`src/rtl/dsp_mac_seq_if.sv`:
```
`default_nettype none
// ============================================================================
// Module   : dsp_mac_seq_if
// Brief    : Request/result handshake bundle for the sequential tiled MAC.
// Revision : 1.0 - initial release
// ============================================================================
interface dsp_mac_seq_if #(
    parameter int WIDTH      = 32,
    parameter int SHIFT_BITS = 2
);
    logic                  in_valid;
    logic                  in_ready;
    logic [WIDTH-1:0]      a;
    logic [WIDTH-1:0]      b;
    logic [2*WIDTH-1:0]    c;
    logic [1:0]            mode;
    logic                  mac;
    logic [SHIFT_BITS-1:0] shift_amount;
    logic                  shift_dir;
    logic                  out_valid;
    logic                  out_ready;
    logic [2*WIDTH-1:0]    out;
    logic                  overflow;

    modport master (
        output in_valid, a, b, c, mode, mac, shift_amount, shift_dir, out_ready,
        input  in_ready, out_valid, out, overflow
    );

    modport slave (
        input  in_valid, a, b, c, mode, mac, shift_amount, shift_dir, out_ready,
        output in_ready, out_valid, out, overflow
    );
endinterface
`default_nettype wire

```
`src/rtl/dsp_mac_seq.sv`:
```
`default_nettype none
// ============================================================================
// Module   : dsp_mac_seq
// Brief    : Sequential unsigned multiply-accumulate using one TILE x TILE
//            multiplier, one tile product per cycle. Optional DSP_MAC_SEQ_SAT_EN
//            clamps the accumulator on carry-out instead of wrapping.
// Revision : 1.0 - initial release
// ============================================================================
module dsp_mac_seq #(
    parameter int WIDTH      = 32,
    parameter int SHIFT_BITS = 2
) (
    input  logic         clk,
    input  logic         rst,
    dsp_mac_seq_if.slave bus
);
    localparam int c_TILE = WIDTH / 2;
    localparam int c_DW   = 2 * WIDTH;

    localparam logic [1:0] c_MODE_LL  = 2'd0;
    localparam logic [1:0] c_MODE_LF  = 2'd1;
    localparam logic [1:0] c_MODE_FF  = 2'd2;
    localparam logic [1:0] c_MODE_ADD = 2'd3;

    typedef enum logic [1:0] {
        IDLE = 2'd0,
        RUN  = 2'd1,
        HOLD = 2'd2
    } state_t;

    state_t              r_state;
    logic [WIDTH-1:0]    r_a;
    logic [WIDTH-1:0]    r_b;
    logic [1:0]          r_mode;
    logic [1:0]          r_cnt;
    logic [c_DW-1:0]     r_acc;
    logic [c_DW-1:0]     r_prev;
    logic                r_ovf;
    logic                r_in_ready;
    logic                r_out_valid;

    logic [c_TILE-1:0]     w_tile_a;
    logic [c_TILE-1:0]     w_tile_b;
    logic [WIDTH-1:0]      w_prod;
    logic [c_DW:0]         w_prod_ext;
    logic [c_DW:0]         w_term;
    logic [c_DW:0]         w_sum;
    logic                  w_carry;
    logic [c_DW-1:0]       w_next_acc;
    logic [1:0]            w_last_cnt;
    logic [SHIFT_BITS-1:0] w_shamt;
    logic [c_DW-1:0]       w_prev_shift;
    logic [c_DW-1:0]       w_addend;

    // Pass counter bit 1 selects the a half, bit 0 the b half: (0,0),(0,1),(1,0),(1,1).
    always_comb begin
        w_tile_a   = r_cnt[1] ? r_a[WIDTH-1:c_TILE] : r_a[c_TILE-1:0];
        w_tile_b   = r_cnt[0] ? r_b[WIDTH-1:c_TILE] : r_b[c_TILE-1:0];
        w_prod     = (r_mode == c_MODE_ADD) ? '0
                   : ({{c_TILE{1'b0}}, w_tile_a} * {{c_TILE{1'b0}}, w_tile_b});
        w_prod_ext = {{(WIDTH + 1){1'b0}}, w_prod};
        case ({1'b0, r_cnt[1]} + {1'b0, r_cnt[0]})
            2'd0:    w_term = w_prod_ext;
            2'd1:    w_term = w_prod_ext << c_TILE;
            default: w_term = w_prod_ext << WIDTH;
        endcase
        w_sum   = {1'b0, r_acc} + w_term;
        w_carry = w_sum[c_DW];
`ifdef DSP_MAC_SEQ_SAT_EN
        w_next_acc = (w_carry || r_ovf) ? '1 : w_sum[c_DW-1:0];
`else
        w_next_acc = w_sum[c_DW-1:0];
`endif
    end

    always_comb begin
        case (r_mode)
            c_MODE_LL:  w_last_cnt = 2'd0;
            c_MODE_LF:  w_last_cnt = 2'd1;
            c_MODE_FF:  w_last_cnt = 2'd3;
            default:    w_last_cnt = 2'd0;
        endcase
    end

    // Addend is resolved at accept so later changes to mac/shift have no effect.
    always_comb begin
        w_shamt      = bus.shift_amount;
        w_prev_shift = bus.shift_dir ? (r_prev >> w_shamt) : (r_prev << w_shamt);
        w_addend     = bus.mac ? w_prev_shift : bus.c;
    end

    always_ff @(posedge clk or posedge rst) begin
        if (rst) begin
            r_state     <= IDLE;
            r_a         <= '0;
            r_b         <= '0;
            r_mode      <= '0;
            r_cnt       <= '0;
            r_acc       <= '0;
            r_prev      <= '0;
            r_ovf       <= 1'b0;
            r_in_ready  <= 1'b1;
            r_out_valid <= 1'b0;
        end else begin
            case (r_state)
                IDLE: begin
                    if (bus.in_valid) begin
                        r_a        <= bus.a;
                        r_b        <= bus.b;
                        r_mode     <= bus.mode;
                        r_acc      <= w_addend;
                        r_ovf      <= 1'b0;
                        r_cnt      <= '0;
                        r_in_ready <= 1'b0;
                        r_state    <= RUN;
                    end
                end
                RUN: begin
                    r_acc <= w_next_acc;
                    r_ovf <= r_ovf | w_carry;
                    if (r_cnt == w_last_cnt) begin
                        r_out_valid <= 1'b1;
                        r_state     <= HOLD;
                    end else begin
                        r_cnt <= r_cnt + 2'd1;
                    end
                end
                HOLD: begin
                    if (bus.out_ready) begin
                        r_prev      <= r_acc;
                        r_out_valid <= 1'b0;
                        r_in_ready  <= 1'b1;
                        r_state     <= IDLE;
                    end
                end
                default: begin
                    r_state     <= IDLE;
                    r_in_ready  <= 1'b1;
                    r_out_valid <= 1'b0;
                end
            endcase
        end
    end

    assign bus.in_ready  = r_in_ready;
    assign bus.out_valid = r_out_valid;
    assign bus.out       = r_acc;
    assign bus.overflow  = r_ovf;

endmodule
`default_nettype wire

```
`src/flat_wrapper.sv`:
```
// flat-port wrapper written by rule: the top's interface ports become plain ports
module dsp_mac_seq_flat 
#(
    parameter int WIDTH      = 32,
    parameter int SHIFT_BITS = 2
)
  (clk, rst, bus_in_valid, bus_a, bus_b, bus_c, bus_mode, bus_mac, bus_shift_amount, bus_shift_dir, bus_out_ready, bus_in_ready, bus_out_valid, bus_out, bus_overflow);
  dsp_mac_seq_if #(.WIDTH(WIDTH), .SHIFT_BITS(SHIFT_BITS)) bus_i ();
  input  logic clk;
  input  logic rst;
  input wire logic [$bits(bus_i.in_valid)-1:0] bus_in_valid;
  input wire logic [$bits(bus_i.a)-1:0] bus_a;
  input wire logic [$bits(bus_i.b)-1:0] bus_b;
  input wire logic [$bits(bus_i.c)-1:0] bus_c;
  input wire logic [$bits(bus_i.mode)-1:0] bus_mode;
  input wire logic [$bits(bus_i.mac)-1:0] bus_mac;
  input wire logic [$bits(bus_i.shift_amount)-1:0] bus_shift_amount;
  input wire logic [$bits(bus_i.shift_dir)-1:0] bus_shift_dir;
  input wire logic [$bits(bus_i.out_ready)-1:0] bus_out_ready;
  output wire logic [$bits(bus_i.in_ready)-1:0] bus_in_ready;
  output wire logic [$bits(bus_i.out_valid)-1:0] bus_out_valid;
  output wire logic [$bits(bus_i.out)-1:0] bus_out;
  output wire logic [$bits(bus_i.overflow)-1:0] bus_overflow;
  assign bus_i.in_valid = bus_in_valid;
  assign bus_i.a = bus_a;
  assign bus_i.b = bus_b;
  assign bus_i.c = bus_c;
  assign bus_i.mode = bus_mode;
  assign bus_i.mac = bus_mac;
  assign bus_i.shift_amount = bus_shift_amount;
  assign bus_i.shift_dir = bus_shift_dir;
  assign bus_i.out_ready = bus_out_ready;
  assign bus_in_ready = bus_i.in_ready;
  assign bus_out_valid = bus_i.out_valid;
  assign bus_out = bus_i.out;
  assign bus_overflow = bus_i.overflow;
  dsp_mac_seq #(.WIDTH(WIDTH), .SHIFT_BITS(SHIFT_BITS)) u_core (.clk(clk), .rst(rst), .bus(bus_i));
endmodule
```
`config.mk`:
```
export PLATFORM = sky130hd
export DESIGN_NAME = dsp_mac_seq_flat
export DESIGN_NICKNAME = d
export VERILOG_FILES = /design/src/rtl/dsp_mac_seq_if.sv /design/src/rtl/dsp_mac_seq.sv /design/src/flat_wrapper.sv
export SDC_FILE = /design/constraint.sdc
export NUM_CORES = 2
export LEC_CHECK = 0
export BUFFER_PORTS_ARGS = -buffer_cell sky130_fd_sc_hd__buf_2
export CAP_MARGIN = 10
export CORE_UTILIZATION = 55
export CTS_CLUSTER_DIAMETER = 30
export DETAILED_ROUTE_END_ITERATION = 16
export GPL_TIMING_DRIVEN = 0
export PLACE_DENSITY_LB_ADDON = 0.12
export RECOVER_POWER = 25
export SYNTH_ARGS = -nofsm -noshare
export SYNTH_HDL_FRONTEND = slang
export SYNTH_SLANG_ARGS = --single-unit
```
`constraint.sdc`:
```
create_clock -name clk -period 28.9 [get_ports clk]
set_clock_uncertainty 0.1 [all_clocks]
set_input_delay 1.445 -clock clk [delete_from_list [all_inputs] [get_ports clk]]
set_output_delay 1.445 -clock clk [all_outputs]
set_load 0.02 [all_outputs]
```
=== Word level (Yosys, flattened, before mapping) ===
Cells that the tools add are included.

* Reductions and logical operators: 10
* Equal/unequal tests: 11
* Bitwise logic cells: 3
* Shift operators: 2
* Add/sub/neg operators: 3
* Multiplexer cells: 23
* Multiply operators: 1

{| class="wikitable"
|+ Operators by type and width
! operator !! number
|-
| $pmux 64 s2 || 2
|-
| $mux 64 || 3
|-
| $add 64x65->65 || 1
|-
| $shl 64x2->64 || 1
|-
| $shr 64x2->64 || 1
|-
| $mul 16x16->32 || 1
|-
| $mux 16 || 2
|-
| $mux 32 || 1
|-
| $reduce_and 3->1 || 4
|-
| $mux 2 || 5
|-
| $pmux 2 s2 || 2
|-
| $eq 2x1->1 const B || 3
|-
| $eq 2x2->1 const B || 3
|-
| $ne 2x2->1 const B || 3
|-
| $pmux 1 s3 || 2
|-
| $pmux 2 s3 || 1
|-
| $reduce_and 2->1 || 3
|-
| $logic_not 2->1 || 2
|-
| $mux 1 || 4
|-
| $add 1x1->2 || 1
|-
| $add 2x1->2 const B || 1
|-
| $eq 2x2->1 || 1
|-
| $ne 2x1->1 const B || 1
|-
| $not 1->1 || 2
|-
| 3 further kinds || 3
|}

* Logic and storage cells: 63
* Register bits after elaboration: 201
* Output and inout port bits: 67
* Bits of input ports: 138

=== Longest topological paths before layout ===
* Word-level depth: 7
* Mapped depth: 37
* Depth with buffers taken out: 33

=== Least setup slack after synthesis ===
Ideal clock, no wire load.

* Kind: flip-flop to flip-flop
* Start: register u_core.r_cnt[1]
* End: register u_core.r_acc[60] (netlist: u_core.bus.out[60])
* Slack: 19.326 ns
* Required time: 28.653 ns
* Setup time: 0.147 ns
* Stages on the path, launching flop included: 36
* Clock period less this slack: 9.574 ns
* Buffers on the path: 4
* Arrival time: 9.326 ns
* Cell sequence: dfrtp_1 > clkbuf_1 > clkbuf_1 > buf_1 > mux2i_1 > nor2_1 > fa_1 > inv_1 > fa_1 > inv_1 > fa_1 > fa_1 > fa_1 > inv_1 > fa_1 > inv_1 > ha_1 > a21o_1 > a22o_1 > or3_1 > a311o_1 > a211oi_1 > o21bai_1 > xor2_1 > a22o_1 > ha_1 > buf_2 > and4_1 > and3_1 > nand4_1 > a2111oi_2 > nor3_2 > a21oi_2 > a31oi_1 > nor4_1 > a311oi_1

* Word-level cells in the longest chain between the ends: 6
* Elaborated cells on any way between the ends: 9
* Those cells by class: add/sub: 2; mul: 1; eq/ne: 1; mux: 4; reduce/logical: 1

{| class="wikitable"
|+ RTL lines
! what !! RTL line !! source
|-
| start: declaration || dsp_mac_seq.sv:35 || <nowiki>logic [1:0] r_cnt;</nowiki>
|-
| start signal: assignment || dsp_mac_seq.sv:125 || <nowiki>r_cnt <= r_cnt + 2'd1;</nowiki>
|-
| $mux 16 || dsp_mac_seq.sv:57 || <nowiki>w_tile_a = r_cnt[1] ? r_a[WIDTH-1:c_TILE] : r_a[c_TILE-1:0];</nowiki>
|-
| $mul 16x16->32 || dsp_mac_seq.sv:60 || <nowiki>: ({{c_TILE{1'b0}}, w_tile_a} * {{c_TILE{1'b0}}, w_tile_b});</nowiki>
|-
| $mux 32 || dsp_mac_seq.sv:59 || <nowiki>w_prod = (r_mode == c_MODE_ADD) ? '0</nowiki>
|-
| $pmux 64 s2 * || dsp_mac_seq.sv:62 || <nowiki>case ({1'b0, r_cnt[1]} + {1'b0, r_cnt[0]})</nowiki>
|-
| $add 64x65->65 * || dsp_mac_seq.sv:67 || <nowiki>w_sum = {1'b0, r_acc} + w_term;</nowiki>
|-
| $pmux 64 s2 * || dsp_mac_seq.sv:105 || <nowiki>case (r_state)</nowiki>
|-
| end signal: assignment || dsp_mac_seq.sv:111 || <nowiki>r_acc <= w_addend;</nowiki>
|-
| end signal: assignment || dsp_mac_seq.sv:119 || <nowiki>r_acc <= w_next_acc;</nowiki>
|-
| end: declaration || dsp_mac_seq.sv:36 || <nowiki>logic [c_DW-1:0] r_acc;</nowiki>
|}

Mark *: on every way between the ends. The rest lies on a longest branch, timed or not.
A chain may end at the register's enable or synchronous reset.

=== Worst setup path in the final report ===
* Start: register u_core.r_cnt[1]
* End: register u_core.r_acc[54] (netlist: u_core.bus.out[54])

The elaborated chain is that of the path after synthesis.

==> impl_metrics.toml <==
[global_route]
grt_first_pass_wirelength_um = 145000
grt_use_met3_pct = 7.73
first_global_vias = 24710
grt_use_total_pct = 41.1
met2_usage_pct = 68.8
grt_antenna_before_repair = 3
globalRoute.totalOverflow = 0
busiest_layer = "met2"
grtUsageMet1_pct = 48.3
pin_count_of_the_biggest_net_entering_global_routing = 129

[worst_setup_path]
worstPathBufferInverterCount = 8
setup.worst_path.end_class = "flop"
worstReg2RegEnd = "u_core.bus.out[54]"
cp_data_arrival_time_ns = 13.01
path_max_fanout = 10
worstSetupStartpointType = "flop"
worstSetupPathType = "reg2reg"
slowest_delay_ns = 0.93
cp.required_ns = 29.30
worst-r2r-cell-count = 35
crit_top_cell = "fa_1"
cp_top_family = "adder cells"
cpMaxStageDelayCell = "mux2i_1"
r2r_setup_slack_ns = 16.29
r2r_start = "u_core.r_cnt[1]"

[cells_and_area]
total_area_of_multi_input_combinational_cells_um2 = 18300
ff_latch_area_um2 = 5030
layout.cells.non_filler = 3785
area_growth_pct = 14.4
fin_nets = 3657
n_antenna_cell = 0
layout-drive-gt1-share_pct = 15.8
filler_cell_count = 3788

[timing]
final_period_minus_worst_setup_slack_ns = 12.61
hold_viol_final = 0
fin_crit_sh_pct = 43.6
rsz_0062_raised_after_global_routing = "false"
maxClockFrequency_ghz = 0.0793
setup_viol_count_final = 0
final.setup.tns_ns = 0
max_slew.worst_pin.slew_ns = 7.02
slew_headroom_pct = -368
final.setup.worst_slack_ns = 16.29
maxSlewViolCount = 204

[clocking]
cts_tree = "done"
cts_repair_resize_count = 0
clock_sink_count = 201
cts_setup_buffers = 0
clk_pin_slew_worst_paths_ns = 0.05
cts_root_buf = "clkbuf_16"
worst_skew_pair.late_latency_ns = 0.60
cts_max_path_buffers = 3
postCtsHoldBufs = 0
cts-htree-levels = 2
cts_buffers = 49

[synthesis]
netlist_instances = 2895
netlist_area_um2 = 25000
ys_seq_area_share_pct = 20.1
count_of_flip_flops_with_a_built_in_enable_after_synthesis = 0
synth_area_per_cell_um2 = 8.62
ys_types = 79
postSynthRegisterBits = 201
post_syn_nets = 3400
yosysWarningCount = 0
synth-main-ff-cell = "dfrtp_1"
fraction_of_registers_with_async_set_or_reset_after_synthesis_pct = 100

[routing]
drt_iter0_markers = 2835
route.detailed.wl_per_inst_um = 24.7
routed_via_density = 6.30
drtAntennaViolNets = 0
route.final.wire_length_um = 93700
detail_route.first_pass.iterations = 8
drc_errors = 0
vias = 23839

[die]
dieHeight_um = 215
start_util_pct = 56.1
coreArea_um2 = 44500
io_pins = 205
chipWidth_um = 215
fp-row-count = 77
fp.dieArea_um2 = 46300

[place]
gp_congestion = 1.00
numPortBuffers = 200
worst_setup_timing_slack_at_the_placement_stage_ns = 16.40
hpwl_dp_um = 74000
post-place-cells = 3690

[outcome]
failing_checks = "max-capacitance violations, max-slew violations"
status = "finished, violations left"

[min_path]
timing.hold.worst_path_depth = 2
worstHoldPathType = "reg2reg"
timing.hold.worst_endpoint = "u_core.r_b[21]"
worstHoldStart = "u_core.r_b[21]"

[job]
cap_violations = 2
## cell usage in the layout, fill, tap and decap left out, types with 136 or more instances in the layout
cell	netlist	layout
clkbuf_1	132	136
a211oi_1	163	163
buf_2	24	223
dfrtp_1	200	200
fa_1	195	195
ha_1	172	172
inv_1	265	264
nor2_1	311	311
nand2_1	447	447
a21oi_1	216	216
## tightest hold or removal path, delay by kind of cell, from the launching register on
family	cells	cell delay [ns]
flip-flops	1	0.35
AND/OR/NAND/NOR	2	0.11
## sequential cells by signal, indices dropped and copies added, names as in the netlist
| name | flops |
|---|---|
| u_core.bus.out_valid | 1 |
| u_core.bus.overflow | 1 |
| u_core.r_prev | 64 |
| u_core.r_a | 32 |
| u_core.r_mode | 2 |
| u_core.r_cnt | 2 |
| u_core.r_b | 32 |
| u_core.bus.in_ready | 1 |
| u_core.bus.out | 64 |
| u_core.r_state | 2 |
## cells by family after synthesis
logic type,Yosys count,share of synthesized area (%)
multiplexers,255,13.7
AND/OR/NAND/NOR,911,15.1
adder cells (fa/ha/maj),367,24.3
buffers and inverters,434,6.65
flip-flops,201,20.1
AO/OA/AOI/OAI,644,17.2
XOR/XNOR,83,2.91
## cell usage after synthesis, types with 5 or more instances
library cell | number | share of area, %
nor4_1 | 5 | 0.13
nand3b_1 | 6 | 0.18
a21oi_1 | 216 | 4.3
nand2b_1 | 15 | 0.38
o21a_1 | 11 | 0.33
mux2i_1 | 102 | 4.1
a21o_1 | 40 | 1.2
o21bai_1 | 15 | 0.45
nor2_1 | 311 | 4.7
mux4_2 | 60 | 5.4
o22ai_1 | 17 | 0.43
a311oi_1 | 6 | 0.21
fa_1 | 195 | 16
buf_1 | 11 | 0.17
nand4_1 | 18 | 0.45
a31oi_1 | 9 | 0.23
a211oi_1 | 163 | 4.9
clkbuf_1 | 132 | 2.0
o21ai_1 | 6 | 0.12
or3_1 | 12 | 0.30
xnor2_1 | 40 | 1.4
o211ai_1 | 10 | 0.30
nand2_1 | 447 | 6.7
mux2_2 | 93 | 4.2
xor2_1 | 43 | 1.5
buf_2 | 24 | 0.48
a22o_1 | 12 | 0.42
ha_1 | 172 | 8.6
and2_1 | 17 | 0.43
nor2b_1 | 8 | 0.20
dfrtp_1 | 200 | 20
and3_1 | 10 | 0.25
o21ai_0 | 75 | 1.5
inv_1 | 265 | 4.0
o221ai_1 | 6 | 0.21
nor3_1 | 24 | 0.48
nand3_1 | 23 | 0.46
o31ai_1 | 7 | 0.21
## per-stage QoR
stage          instance area, µm²  hold slack [ns]  utilization [%]
2_1_floorplan               25000            0.340                -
3_3_place_gp                26700            0.363             60.0
3_5_place_dp                26800            0.371             60.1
4_1_cts                     28600            0.392             64.2
5_1_grt                     28600            0.407             64.2
6_report                    28600            0.396             64.2
## layout make-up
class | instances | area share, %
timing repair buffer | 206 | 3.67
buffer | 168 | 2.32
sequential | 201 | 17.6
inverter | 266 | 3.50
tap | 592 | 2.59
clock buffer | 58 | 4.66
multi-input combinational | 2260 | 64.0
clock inverter | 34 | 1.65
## per-layer routing
metal	part of all wire, %	vias to the layer above	routed length [µm]
li1	-	10537	-
met3	8.1	363	7630
met4	7.7	2	7170
met5	0.014	-	13
met1	37	11554	34500
met2	47	1383	44400
## worst max-delay path by stage
stage          depth (start not counted)       startpoint            endpoint  slack [ns]
6_report                              35  u_core.r_cnt[1]  u_core.bus.out[54]       16.29
5_1_grt                               35  u_core.r_cnt[1]  u_core.bus.out[54]       15.91
4_1_cts                               35  u_core.r_cnt[1]  u_core.bus.out[54]       16.39
3_5_place_dp                          35  u_core.r_cnt[1]  u_core.bus.out[54]       16.40
3_3_place_gp                          35  u_core.r_cnt[1]  u_core.bus.out[54]       16.60
2_1_floorplan                         35  u_core.r_cnt[1]  u_core.bus.out[60]       19.33
Power is not shown: default switching activity piles up to over one toggle a cycle in this logic, so the estimate is an artifact.
